$ cat src/rtl/seg_scan_ctrl.sv
// seg_scan_ctrl: four-digit multiplexed seven-segment scan controller.
// The digits are shown one at a time in SHOW slots of REFRESH_DIV cycles.
// Each SHOW slot is followed by a BLANK slot of BLANK_CYCLES cycles with every
// anode off. A newly loaded value is held in a shadow register and only reaches
// the display at a frame boundary, so a frame never shows two different values.
// Ports:
//   clk        - single clock, rising edge
//   rst        - asynchronous reset, active low
//   load       - one-cycle capture strobe for din (ignored while hold=1)
//   din[15:0]  - four hex nibbles, nibble i drives digit i
//   hold       - freezes the shadow value
//   out[6:0]   - segments {g,f,e,d,c,b,a}, active low, registered
//   enable[3:0]- digit anodes, active low, registered
//   frame_tick - one-cycle pulse on the first output cycle of each digit-0 slot
module seg_scan_ctrl #(
  parameter int unsigned REFRESH_DIV  = 50000,
  parameter int unsigned BLANK_CYCLES = 1000,
  parameter bit          LZ_BLANK     = 1'b1
) (
  input  logic        clk,
  input  logic        rst,
  input  logic        load,
  input  logic [15:0] din,
  input  logic        hold,
  output logic [6:0]  out,
  output logic [3:0]  enable,
  output logic        frame_tick
);

  localparam int unsigned CNT_MAX = (REFRESH_DIV > BLANK_CYCLES) ? REFRESH_DIV : BLANK_CYCLES;
  localparam int unsigned CNT_W   = (CNT_MAX > 1) ? $clog2(CNT_MAX) : 1;
  localparam logic [CNT_W-1:0] SHOW_LAST  = CNT_W'(REFRESH_DIV - 1);
  localparam logic [CNT_W-1:0] BLANK_LAST = CNT_W'((BLANK_CYCLES == 0) ? 0 : BLANK_CYCLES - 1);

  typedef enum logic {
    ST_SHOW  = 1'b0,
    ST_BLANK = 1'b1
  } state_e;

  state_e           state_q, state_d;
  logic [1:0]       idx_q, idx_d;
  logic [CNT_W-1:0] cnt_q, cnt_d;
  logic             enter_show;
  logic             frame_boundary;

  logic [15:0] pending_q, pending_d;
  logic [15:0] disp_q, disp_d;
  logic        dirty_q, dirty_d;

  logic [6:0]  out_q, out_d;
  logic [3:0]  enable_q, enable_d;
  logic        frame_tick_q, frame_tick_d;
  logic [3:0]  cur_nib;
  logic        suppressed;

  // Active-low seven-segment decode, bit order {g,f,e,d,c,b,a}.
  function automatic logic [6:0] seg_decode(input logic [3:0] nib);
    logic [6:0] seg;
    case (nib)
      4'h0: seg = 7'h40;
      4'h1: seg = 7'h79;
      4'h2: seg = 7'h24;
      4'h3: seg = 7'h30;
      4'h4: seg = 7'h19;
      4'h5: seg = 7'h12;
      4'h6: seg = 7'h02;
      4'h7: seg = 7'h78;
      4'h8: seg = 7'h00;
      4'h9: seg = 7'h10;
      4'hA: seg = 7'h08;
      4'hB: seg = 7'h03;
      4'hC: seg = 7'h46;
      4'hD: seg = 7'h21;
      4'hE: seg = 7'h06;
      default: seg = 7'h0E;
    endcase
    return seg;
  endfunction

  // Scheduler state register; reset parks in BLANK of digit 3 so digit 0 comes next.
  always_ff @(posedge clk or negedge rst) begin
    if (!rst) begin
      state_q <= ST_BLANK;
      idx_q   <= 2'd3;
      cnt_q   <= '0;
    end else begin
      state_q <= state_d;
      idx_q   <= idx_d;
      cnt_q   <= cnt_d;
    end
  end

  // Scheduler next-state: SHOW slot, optional BLANK slot, then next digit.
  always_comb begin
    state_d    = state_q;
    idx_d      = idx_q;
    cnt_d      = cnt_q + CNT_W'(1);
    enter_show = 1'b0;
    case (state_q)
      ST_SHOW: begin
        if (cnt_q == SHOW_LAST) begin
          cnt_d = '0;
          if (BLANK_CYCLES == 0) begin
            idx_d      = idx_q + 2'd1;
            enter_show = 1'b1;
          end else begin
            state_d = ST_BLANK;
          end
        end
      end
      ST_BLANK: begin
        if (BLANK_CYCLES == 0 || cnt_q == BLANK_LAST) begin
          state_d    = ST_SHOW;
          idx_d      = idx_q + 2'd1;
          cnt_d      = '0;
          enter_show = 1'b1;
        end
      end
      default: begin
        state_d = ST_BLANK;
      end
    endcase
  end

  assign frame_boundary = enter_show && (idx_d == 2'd0);

  // Shadow update: a load at the boundary lands in pending and stays dirty,
  // while disp takes the value that was pending before the load.
  always_comb begin
    pending_d = pending_q;
    disp_d    = disp_q;
    dirty_d   = dirty_q;
    if (frame_boundary && dirty_q) begin
      disp_d  = pending_q;
      dirty_d = 1'b0;
    end
    if (load && !hold) begin
      pending_d = din;
      dirty_d   = 1'b1;
    end
  end

  always_ff @(posedge clk or negedge rst) begin
    if (!rst) begin
      pending_q <= '0;
      disp_q    <= '0;
      dirty_q   <= 1'b0;
    end else begin
      pending_q <= pending_d;
      disp_q    <= disp_d;
      dirty_q   <= dirty_d;
    end
  end

  // Output decode from the current scheduler state.
  always_comb begin
    out_d        = 7'h7F;
    enable_d     = 4'hF;
    frame_tick_d = 1'b0;
    cur_nib      = 4'(disp_q >> {idx_q, 2'b00});
    // Digit i>0 goes dark when it and every higher nibble is zero.
    suppressed   = LZ_BLANK && (idx_q != 2'd0) && ((disp_q >> {idx_q, 2'b00}) == 16'h0000);
    if (state_q == ST_SHOW) begin
      frame_tick_d = (idx_q == 2'd0) && (cnt_q == '0);
      if (!suppressed) begin
        enable_d = ~(4'b0001 << idx_q);
        out_d    = seg_decode(cur_nib);
      end
    end
  end

  always_ff @(posedge clk or negedge rst) begin
    if (!rst) begin
      out_q        <= 7'h7F;
      enable_q     <= 4'hF;
      frame_tick_q <= 1'b0;
    end else begin
      out_q        <= out_d;
      enable_q     <= enable_d;
      frame_tick_q <= frame_tick_d;
    end
  end

  assign out        = out_q;
  assign enable     = enable_q;
  assign frame_tick = frame_tick_q;

endmodule

$ cat config.mk
export PLATFORM = sky130hd
export DESIGN_NAME = seg_scan_ctrl
export DESIGN_NICKNAME = d
export VERILOG_FILES = /design/src/rtl/seg_scan_ctrl.sv
export SDC_FILE = /design/constraint.sdc
export NUM_CORES = 1
export LEC_CHECK = 0
export BUFFER_PORTS_ARGS = -buffer_cell sky130_fd_sc_hd__buf_2
export CELL_PAD_IN_SITES_DETAIL_PLACEMENT = 2
export CELL_PAD_IN_SITES_GLOBAL_PLACEMENT = 2
export CORE_MARGIN = 3
export CORE_UTILIZATION = 30
export CTS_CLUSTER_SIZE = 25
export DETAILED_ROUTE_END_ITERATION = 16
export PLACE_DENSITY = 0.67
export SLEW_MARGIN = 20
export SYNTH_ARGS = -nofsm -noshare
export SYNTH_HDL_FRONTEND = slang
export SYNTH_SLANG_ARGS = --single-unit
export TNS_END_PERCENT = 1
$ cat constraint.sdc
create_clock -name clk -period 6.7 [get_ports clk]
set_clock_uncertainty 0.1 [all_clocks]
set_input_delay 0 -clock clk [delete_from_list [all_inputs] [get_ports clk]]
set_output_delay 0 -clock clk [all_outputs]
set_load 0.03 [all_outputs]
**After elaboration in Yosys (flattened, before gate mapping)**

Memory sizes are Yosys's and may differ from the RTL's.
Cells that the tools add are included.
W data, S select, Z words.

- Reduce and logical (&&, ||, !) cells: 12
- Multiply operators: 0
- Divide/modulo/power cells: 0
- Add/subtract/negate cells: 2
- Mux-type cells: 17
- Magnitude comparators: 0
- Equality and inequality tests: 2
- Bitwise gates (word level): 2
- Shift-type cells: 2

Operators by type and width:

| kind | number |
|---|---|
| $logic_not A16 Y1 | 2 |
| $mux W16 | 2 |
| $pmux W16 S2 | 1 |
| $add A16 B1 Y16 const B | 1 |
| $eq A16 B10 Y1 const B | 1 |
| $eq A16 B16 Y1 const B | 1 |
| $shr A16 B4 Y16 | 1 |
| $mux W7 | 2 |
| $mux W4 | 2 |
| $mux W1 | 7 |
| $logic_and A1 B1 Y1 | 5 |
| $logic_not A2 Y1 | 2 |
| $mux W2 | 2 |
| $not A4 Y4 | 1 |
| $reduce_bool A2 Y1 | 2 |
| $shl A1 B2 Y4 const A | 1 |
| $add A2 B1 Y2 const B | 1 |
| $pmux W1 S2 | 1 |
| $logic_not A1 Y1 | 1 |
| $not A1 Y1 | 1 |

- Register bits after elaboration: 64
- Memories: 1
- Bits in latches: 0
- Word-level logic and storage cells: 47
- Bits in writable memories: 0
- Input bits: 20
- ROM bits: 112

Memories:

| memory | depth | bits a word | read ports | clocked after memory_dff | write ports | line | source |
|---|---|---|---|---|---|---|---|
| (name not given) | 16 | 7 | 1 | 0 | 0 | 59 | `case (nib)` |

**Longest topological paths before layout**

Gate-level depths: netlist of run 1.

- Word-level depth: 8
- Gate-level depth with buffers: 9

**Worst setup path before layout of run 1**

Ideal clock, no wire load.

- Kind: register -> register
- Start point: reg idx_q[0]
- End point: reg out_q[2] (netlist: out[2])
- Path slack: 4057 ps
- Cell stages (with the launch flop): 10
- Arrival time: 2433 ps
- Clock period less this slack: 2643 ps
- Required time: 6489 ps
- Cell sequence: dfstp_2 > buf_2 > mux4_2 > inv_1 > ha_1 > nor4b_1 > nor2_1 > a311o_1 > clkbuf_1 > o311ai_0

- Longest elaborated chain between the ends: 5
- Elaborated cells on any way between the ends: 7
- Those cells by class: shift (1); mux (2); reduce/logical (3); memory (1)

Ends and longest elaborated chain:

| what | line | source |
|---|---|---|
| start: declaration | 41 | `logic [1:0] idx_q, idx_d;` |
| start signal: assignment | 88 | `idx_q <= idx_d;` |
| parallel branches: the longest is 3 deep, another holds $mem_v2 Z16 W7 | -- |  |
| $mux W7 (*) | 165 | `if (!suppressed) begin` |
| $mux W7 (*) | 163 | `if (state_q == ST_SHOW) begin` |
| net out_d[2] | 50 | `logic [6:0] out_q, out_d;` |
| end signal: assignment | 178 | `out_q <= out_d;` |
| end: declaration | 50 |  |

Mark *: on every way through the listed nets, which the timed path passes.
A chain may end at the register's enable or synchronous reset.

**Worst setup path in the final report of run 1**

Same ends and word-level chain as after synthesis.

==> results of run 1 <==
## per-stage QoR
| step | utilization, % | setup WS [ns] | power, mW | std cells |
|---|---|---|---|---|
| CTS | 38.54 | 3.750 | 0.8459 | 443 |
| floorplan | - | 4.057 | 0.4290 | 255 |
| detailed placement | 34.57 | 3.869 | 0.4494 | 410 |
| finish | 38.54 | 3.816 | 0.8325 | 443 |
| global route | 38.54 | 3.617 | 0.8725 | 443 |
| global placement | 34.57 | 4.004 | 0.4464 | 410 |
## worst min-delay path, stage by stage
cell	delay (ns)
buf_2	0.08
nor2b_1	0.04
buf_4	0.20
nor2_1	0.12
a21oi_1	0.05
## cells by family (layout without fill, tap and decap cells)
logic type	count (synthesis)	after routing	synth area share (%)
and+or+nand+nor	78	78	14.61
DFF	64	64	51.09
muxes	40	40	17.13
buffers and inverters	24	79	3.198
AOI/OAI and AO/OA	20	20	4.540
xor gates and xnor gates	17	17	4.698
adders and majority gates	12	12	4.737
## routing by layer
layer | global-route usage [%] | vias up | wire [um]
li1 | - | 1004 | -
met1 | 18.40 | 1091 | 3587
met2 | 24.62 | 34 | 3737
met3 | 3.848 | 7 | 239
met4 | 3.517 | 0 | 74
met5 | 0 | - | 0
## what timing repair did
action                     4_1_cts  5_1_grt
setup endpoints to repair        0        0
hold buffers                    17        0
buffers inserted                 0        0
hold endpoints to repair        66        0
## path summary, 6_finish.rpt
check / startpoint / cells past startpoint / slack (ns) / end
setup / recovery: idx_q[0] / 7 / 3.82 / out[2]
hold / removal: hold / 5 / 0.08 / dirty_q
setup reg to reg: idx_q[0] / 7 / 3.82 / out[2]
hold reg to reg: pending_q[15] / 1 / 0.41 / disp_q[15]
max in group asynchronous: rst / 3 / 5.66 / cnt_q[13]
min in group asynchronous: rst / 3 / 0.25 / pending_q[8]
## final cells by class
type / instances / area share (%)
flip-flops and latches: 64 / 42.01
multi-input cells: 167 / 37.60
repair buffers: 51 / 9.026
well taps: 133 / 4.318
clock buffers: 9 / 3.214
clock inverters: 7 / 2.662
inverters: 12 / 1.169
## registers in the layout (all words and copies together) (netlist names)
| register | flops |
|---|---|
| out | 7 |
| disp_q | 16 |
| frame_tick | 1 |
| cnt_q | 16 |
| enable | 4 |
| pending_q | 16 |
| dirty_q | 1 |
| state_q | 1 |
| idx_q | 2 |
## report_power, final
part	internal (mW)	switching (mW)	total [mW]
Clock	0.214	0.170	0.384
Combinational	0.0233	0.0160	0.0393
Sequential	0.401	0.00844	0.409
Total	0.638	0.194	0.832
## Yosys cell counts, drive strengths merged (2+ instances only)
cell / instances
xor2: 14
dfrtp: 50
ha: 12
and2: 3
dfstp: 14
a211oi: 3
o211ai: 3
nand2: 9
o21ai: 5
clkbuf: 7
buf: 5
and4: 3
nand4: 6
xnor2: 3
o21bai: 2
nor2: 13
mux4: 5
and3: 3
nand3: 11
inv: 12
o22ai: 2
nor2b: 2
or3: 2
mux2: 34
nor4: 4
nor3: 14
nand2b: 2
nor3b: 2
==> summary.md, run 1 <==
| Metric | Value |
|---|---|
| Run status | `complete, no violations` |
| Largest net degree at the start of global routing | `65` |
| Critical path's top delay family | `flip-flops` |
| Post-route DRC violation count | `0` |
| Top cells by area, synth | `dfrtp_1, dfstp_2, mux2_2` |
| Unique cell type count in the Yosys netlist | `50` |
| Startpoint class of the critical path | `flip-flop` |
| Final slew viol count | `0` |
| Die Ht | `108.8 um` |
| Ys async rst share | `100.0%` |
| Routed WL per cell | `17.24 um` |
| Final hold viol count | `0` |
| Die W | `108.8 um` |
| Max frequency | `346.7 MHz` |
| CP max stage cell | `dfstp_2` |
| First-pass iteration count of the detailed router | `4` |
| Routability cong. | `0.7527` |
| DR vias | `2,136` |
| Layout area overhead | `21.60%` |
| Worst Path Buf+Inv | `1` |
| CP Data Arrival Time | `3.02 ns` |
| Final #Nets | `337` |
| Tot GR Track Use | `14.49%` |
| Largest stage delay, worst path | `0.66 ns` |
| Finished Cell Area | `3854 um^2` |
| Main synth FF type | `dfrtp_1` |
| Post-route setup TNS | `0 ns` |
| Max transition margin | `43.59%` |
| Initial antenna violation count | `0` |
| Worst VDD drop | `106.2 uV` |
| Vias in the first global route | `2,484` |
| Worst Max-Slew Pin Slew | `0.8462 ns` |
| Post-synthesis sequential area ratio | `51.09%` |
| Number of port buffers | `31` |
| Area of the multi-input gates | `1449 um^2` |
| Hold WS | `0.08349 ns` |
| Htree depth | `3` |
| Post-Syn Area | `3169 um^2` |
| Final setup violation count | `0` |
| Post-synth EDFFs | `0` |
| Most frequent cells in the layout | `dfrtp_1, buf_2, mux2_2` |
| Clock tree sinks | `64` |
| Initial Utilization | `31.69%` |
| Commonest non-fill, non-tap cell in the layout | `dfrtp_1` |
| Final Critical Period | `2.884 ns` |
| Static leakage | `1.699 nW` |
| Post-CTS sizing | `0` |
| Synth warnings | `0` |
| Power Dens Cells | `216.0 nW/um^2` |
| Post-Syn Area per Cell | `12.43 um^2` |
| Worst-path clk slew | `0.08 ns` |
| Unrepaired setup endpoints after global routing | `false` |
| Register area | `1619 um^2` |
| Net Count, Synth | `287` |
| Crit path capture type | `flip-flop` |
| Root Buffer Master | `clkbuf_8` |
| First-pass GRT wire length | `13,130 um` |
| Worst-Skew Late Latency | `0.35 ns` |
| CP Class | `reg -> reg` |
| WL final | `7639 um` |
| Post-route antenna net violation count | `0` |
| CP Max Fanout | `10` |
| Top cell type's share of synthesized area | `39.48%` |
| CTS Buf Count | `9` |
| First DRT Iteration DRCs | `53` |
| Ports | `32` |
| Area leader, netlist | `dfrtp_1` |
| Hold Path Class | `in -> reg` |
| Placed inst area | `3457 um^2` |
| Fillers | `1,072` |
| Tcrit/Tclk final | `43.05%` |
| Max-cap violations | `0` |
| Vias per cell | `4.822` |
| FF+latch count, synth | `64` |
| Ant. Diodes | `0` |
| CTS tree | `done` |
| GR Overflow Total | `0` |
| Fraction of layout cells with a size suffix above 1 | `36.77%` |
| Row cnt | `36` |
| Die Footprint | `11,830 um^2` |
| Worst path required time | `6.84 ns` |
| DP HPWL | `5136 um` |
| CP Cell Sequence | `mux4_2, inv_1, ha_1, nor4b_1, nor2_1, a311o_1, o311ai_0` |
| Core area | `10000 um^2` |
| Post-synthesis instance total | `255` |
| Clock Path Buffers | `2` |
Note: power is estimated with default switching activity, not from simulation.
==> run 2, diff against run 1 <==
--- a/config.mk
+++ b/config.mk
@@ -12,7 +12,7 @@
 export CORE_UTILIZATION = 30
 export CTS_CLUSTER_SIZE = 25
 export DETAILED_ROUTE_END_ITERATION = 16
-export PLACE_DENSITY = 0.67
+export PLACE_DENSITY = 0.69
 export SLEW_MARGIN = 20
 export SYNTH_ARGS = -nofsm -noshare
 export SYNTH_HDL_FRONTEND = slang
==> constraint.sdc (replaced) <==
create_clock -name clk -period 2.6 [get_ports clk]
set_clock_uncertainty 0.1 [all_clocks]
set_input_delay 0 -clock clk [delete_from_list [all_inputs] [get_ports clk]]
set_output_delay 0 -clock clk [all_outputs]
set_load 0.03 [all_outputs]
==> summary.md, run 2 (synthesized netlist as in run 1, its figures left out) <==
| Metric | Value |
|---|---|
| Run status | `complete, no violations` |
| CP Cell Sequence | `mux4_2, inv_1, ha_1, nor4b_2, nor2_1, a311o_2, o311ai_0` |
| Clock Path Buffers | `2` |
| CTS tree | `done` |
| Ant. Diodes | `0` |
| Initial Utilization | `31.69%` |
| Die Ht | `108.8 um` |
| CP max stage cell | `dfstp_2` |
| R2R setup slack | `0.14 ns` |
| DP HPWL | `5340 um` |
| Die Footprint | `11,830 um^2` |
| Fraction of layout cells with a size suffix above 1 | `38.99%` |
| First DRT Iteration DRCs | `107` |
| Gr busiest metal | `met2` |
| CP Data Arrival Time | `2.61 ns` |
| Largest stage delay, worst path | `0.58 ns` |
| Met1 usage | `18.92%` |
| Largest net degree at the start of global routing | `34` |
| Commonest non-fill, non-tap cell in the layout | `dfrtp_1` |
| Hold Path Class | `in -> reg` |
| CP Max Fanout | `10` |
| Total power draw | `2.056 mW` |
| Unrepaired setup endpoints after global routing | `false` |
| M3 GR Usage | `3.908%` |
| Static leakage | `1.736 nW` |
| Post-route DRC violation count | `0` |
| Vias per cell | `4.918` |
| Power Dens Cells | `525.4 nW/um^2` |
| Max transition margin | `50.43%` |
| Routed WL per cell | `18.14 um` |
| Setup WS pre-CTS | `-0.003406 ns` |
| Max frequency | `406.5 MHz` |
| Ports | `32` |
| First-pass GRT wire length | `13,970 um` |
| Core area | `10000 um^2` |
| Worst VDD drop | `341.3 uV` |
| Die W | `108.8 um` |
| Worst-path clk slew | `0.08 ns` |
| Worst-Skew Late Latency | `0.36 ns` |
| WL final | `8180 um` |
| Final worst setup slack | `0.1397 ns` |
| Layout area overhead | `23.49%` |
| Tot GR Track Use | `15.71%` |
| Worst Max-Slew Pin Slew | `0.7435 ns` |
| Final slew viol count | `0` |
| Final Critical Period | `2.460 ns` |
| Worst path required time | `2.75 ns` |
| Number of port buffers | `31` |
| Clock tree sinks | `64` |
| First-pass iteration count of the detailed router | `4` |
| Final setup violation count | `0` |
| Crit path capture type | `flip-flop` |
| DR vias | `2,218` |
| Final hold viol count | `0` |
| Post-route antenna net violation count | `0` |
| Registers with the most flip-flops | `cnt_q x16, disp_q x16, pending_q x16` |
| Initial antenna violation count | `0` |
| CTS Buf Count | `9` |
| Final #Nets | `345` |
| Routability cong. | `0.7574` |
| CP Class | `reg -> reg` |
| Startpoint class of the critical path | `flip-flop` |
| Root Buffer Master | `clkbuf_8` |
| GR Overflow Total | `0` |
| Row cnt | `36` |
| Vias in the first global route | `2,606` |
| Max-cap violations | `0` |
| Tcrit/Tclk final | `94.63%` |
| Most frequent cells in the layout | `dfrtp_1, buf_2, mux2_2` |
| Routing usage on met2 | `26.79%` |
| Htree depth | `3` |
## run 2: what timing repair did
| item | in CTS | in global routing |
|---|---|---|
| gates resized for setup | 1 | 1 |
| hold endpoints to repair | 45 | 0 |
| pin swaps | 0 | 0 |
| buffers inserted | 0 | 0 |
| hold buffers | 17 | 0 |
| endpoints found under the setup margin | 1 | 10 |
## run 2: cell type report
| cell class | count | area, um^2 |
|---|---|---|
| Fill cell | 1053 | 6086 |
| Sequential cell | 64 | 1619 |
| Multi-Input combinational cell | 167 | 1456 |
| Timing Repair Buffer | 59 | 420.4 |
| Tap cell | 133 | 166.4 |
| Clock buffer | 10 | 137.6 |
| Clock inverter | 6 | 68.82 |
| Inverter | 12 | 45.04 |
## run 2: worst max-delay path, delay by kind of cell (launching register included)
family	cells	cell delay, ns
mux	1	0.54
fa+ha+maj	1	0.19
buf+inv	1	0.10
flops	1	0.58
simple gates	2	0.27
compound gates	2	0.57
## run 2: path summary, 6_finish.rpt
path,startpoint,cells past startpoint,to
max,idx_q[0],7,out[2]
min,hold,5,dirty_q
max reg2reg,idx_q[0],7,out[2]
min reg2reg,cnt_q[11],1,cnt_q[11]
max in group asynchronous,rst,3,enable[2]
min in group asynchronous,rst,2,disp_q[4]
## run 2: stage by stage
step | instances | area, um^2 | utilization [%] | hold WS, ns | TNS, ns
final | 451 | 3914 | 39.14 | 0.08070 | 0
after CTS | 451 | 3908 | 39.08 | 0.05981 | 0
after detailed placement | 418 | 3530 | 35.30 | 0.005623 | -0.003406
after floorplan | 255 | 3172 | - | -0.3956 | 0
after global routing | 451 | 3914 | 39.14 | 0.1111 | 0
after global placement | 418 | 3530 | 35.30 | -0.005465 | 0
## run 2: report_power, final
group	internal (mW)	leakage, nW	total (mW)	switching [mW]
Combinational	0.0611	0.845	0.103	0.0416
Clock	0.472	0.102	0.899	0.427
Sequential	1.03	0.788	1.05	0.0220
Total	1.57	1.74	2.06	0.490
## run 2: layer usage
metal  routed length (um)  share of wire (%)
met1                 3626                 44
met2                 4168                 51
met3                  236                2.9
met4                  148                1.8
met5                    0                  0
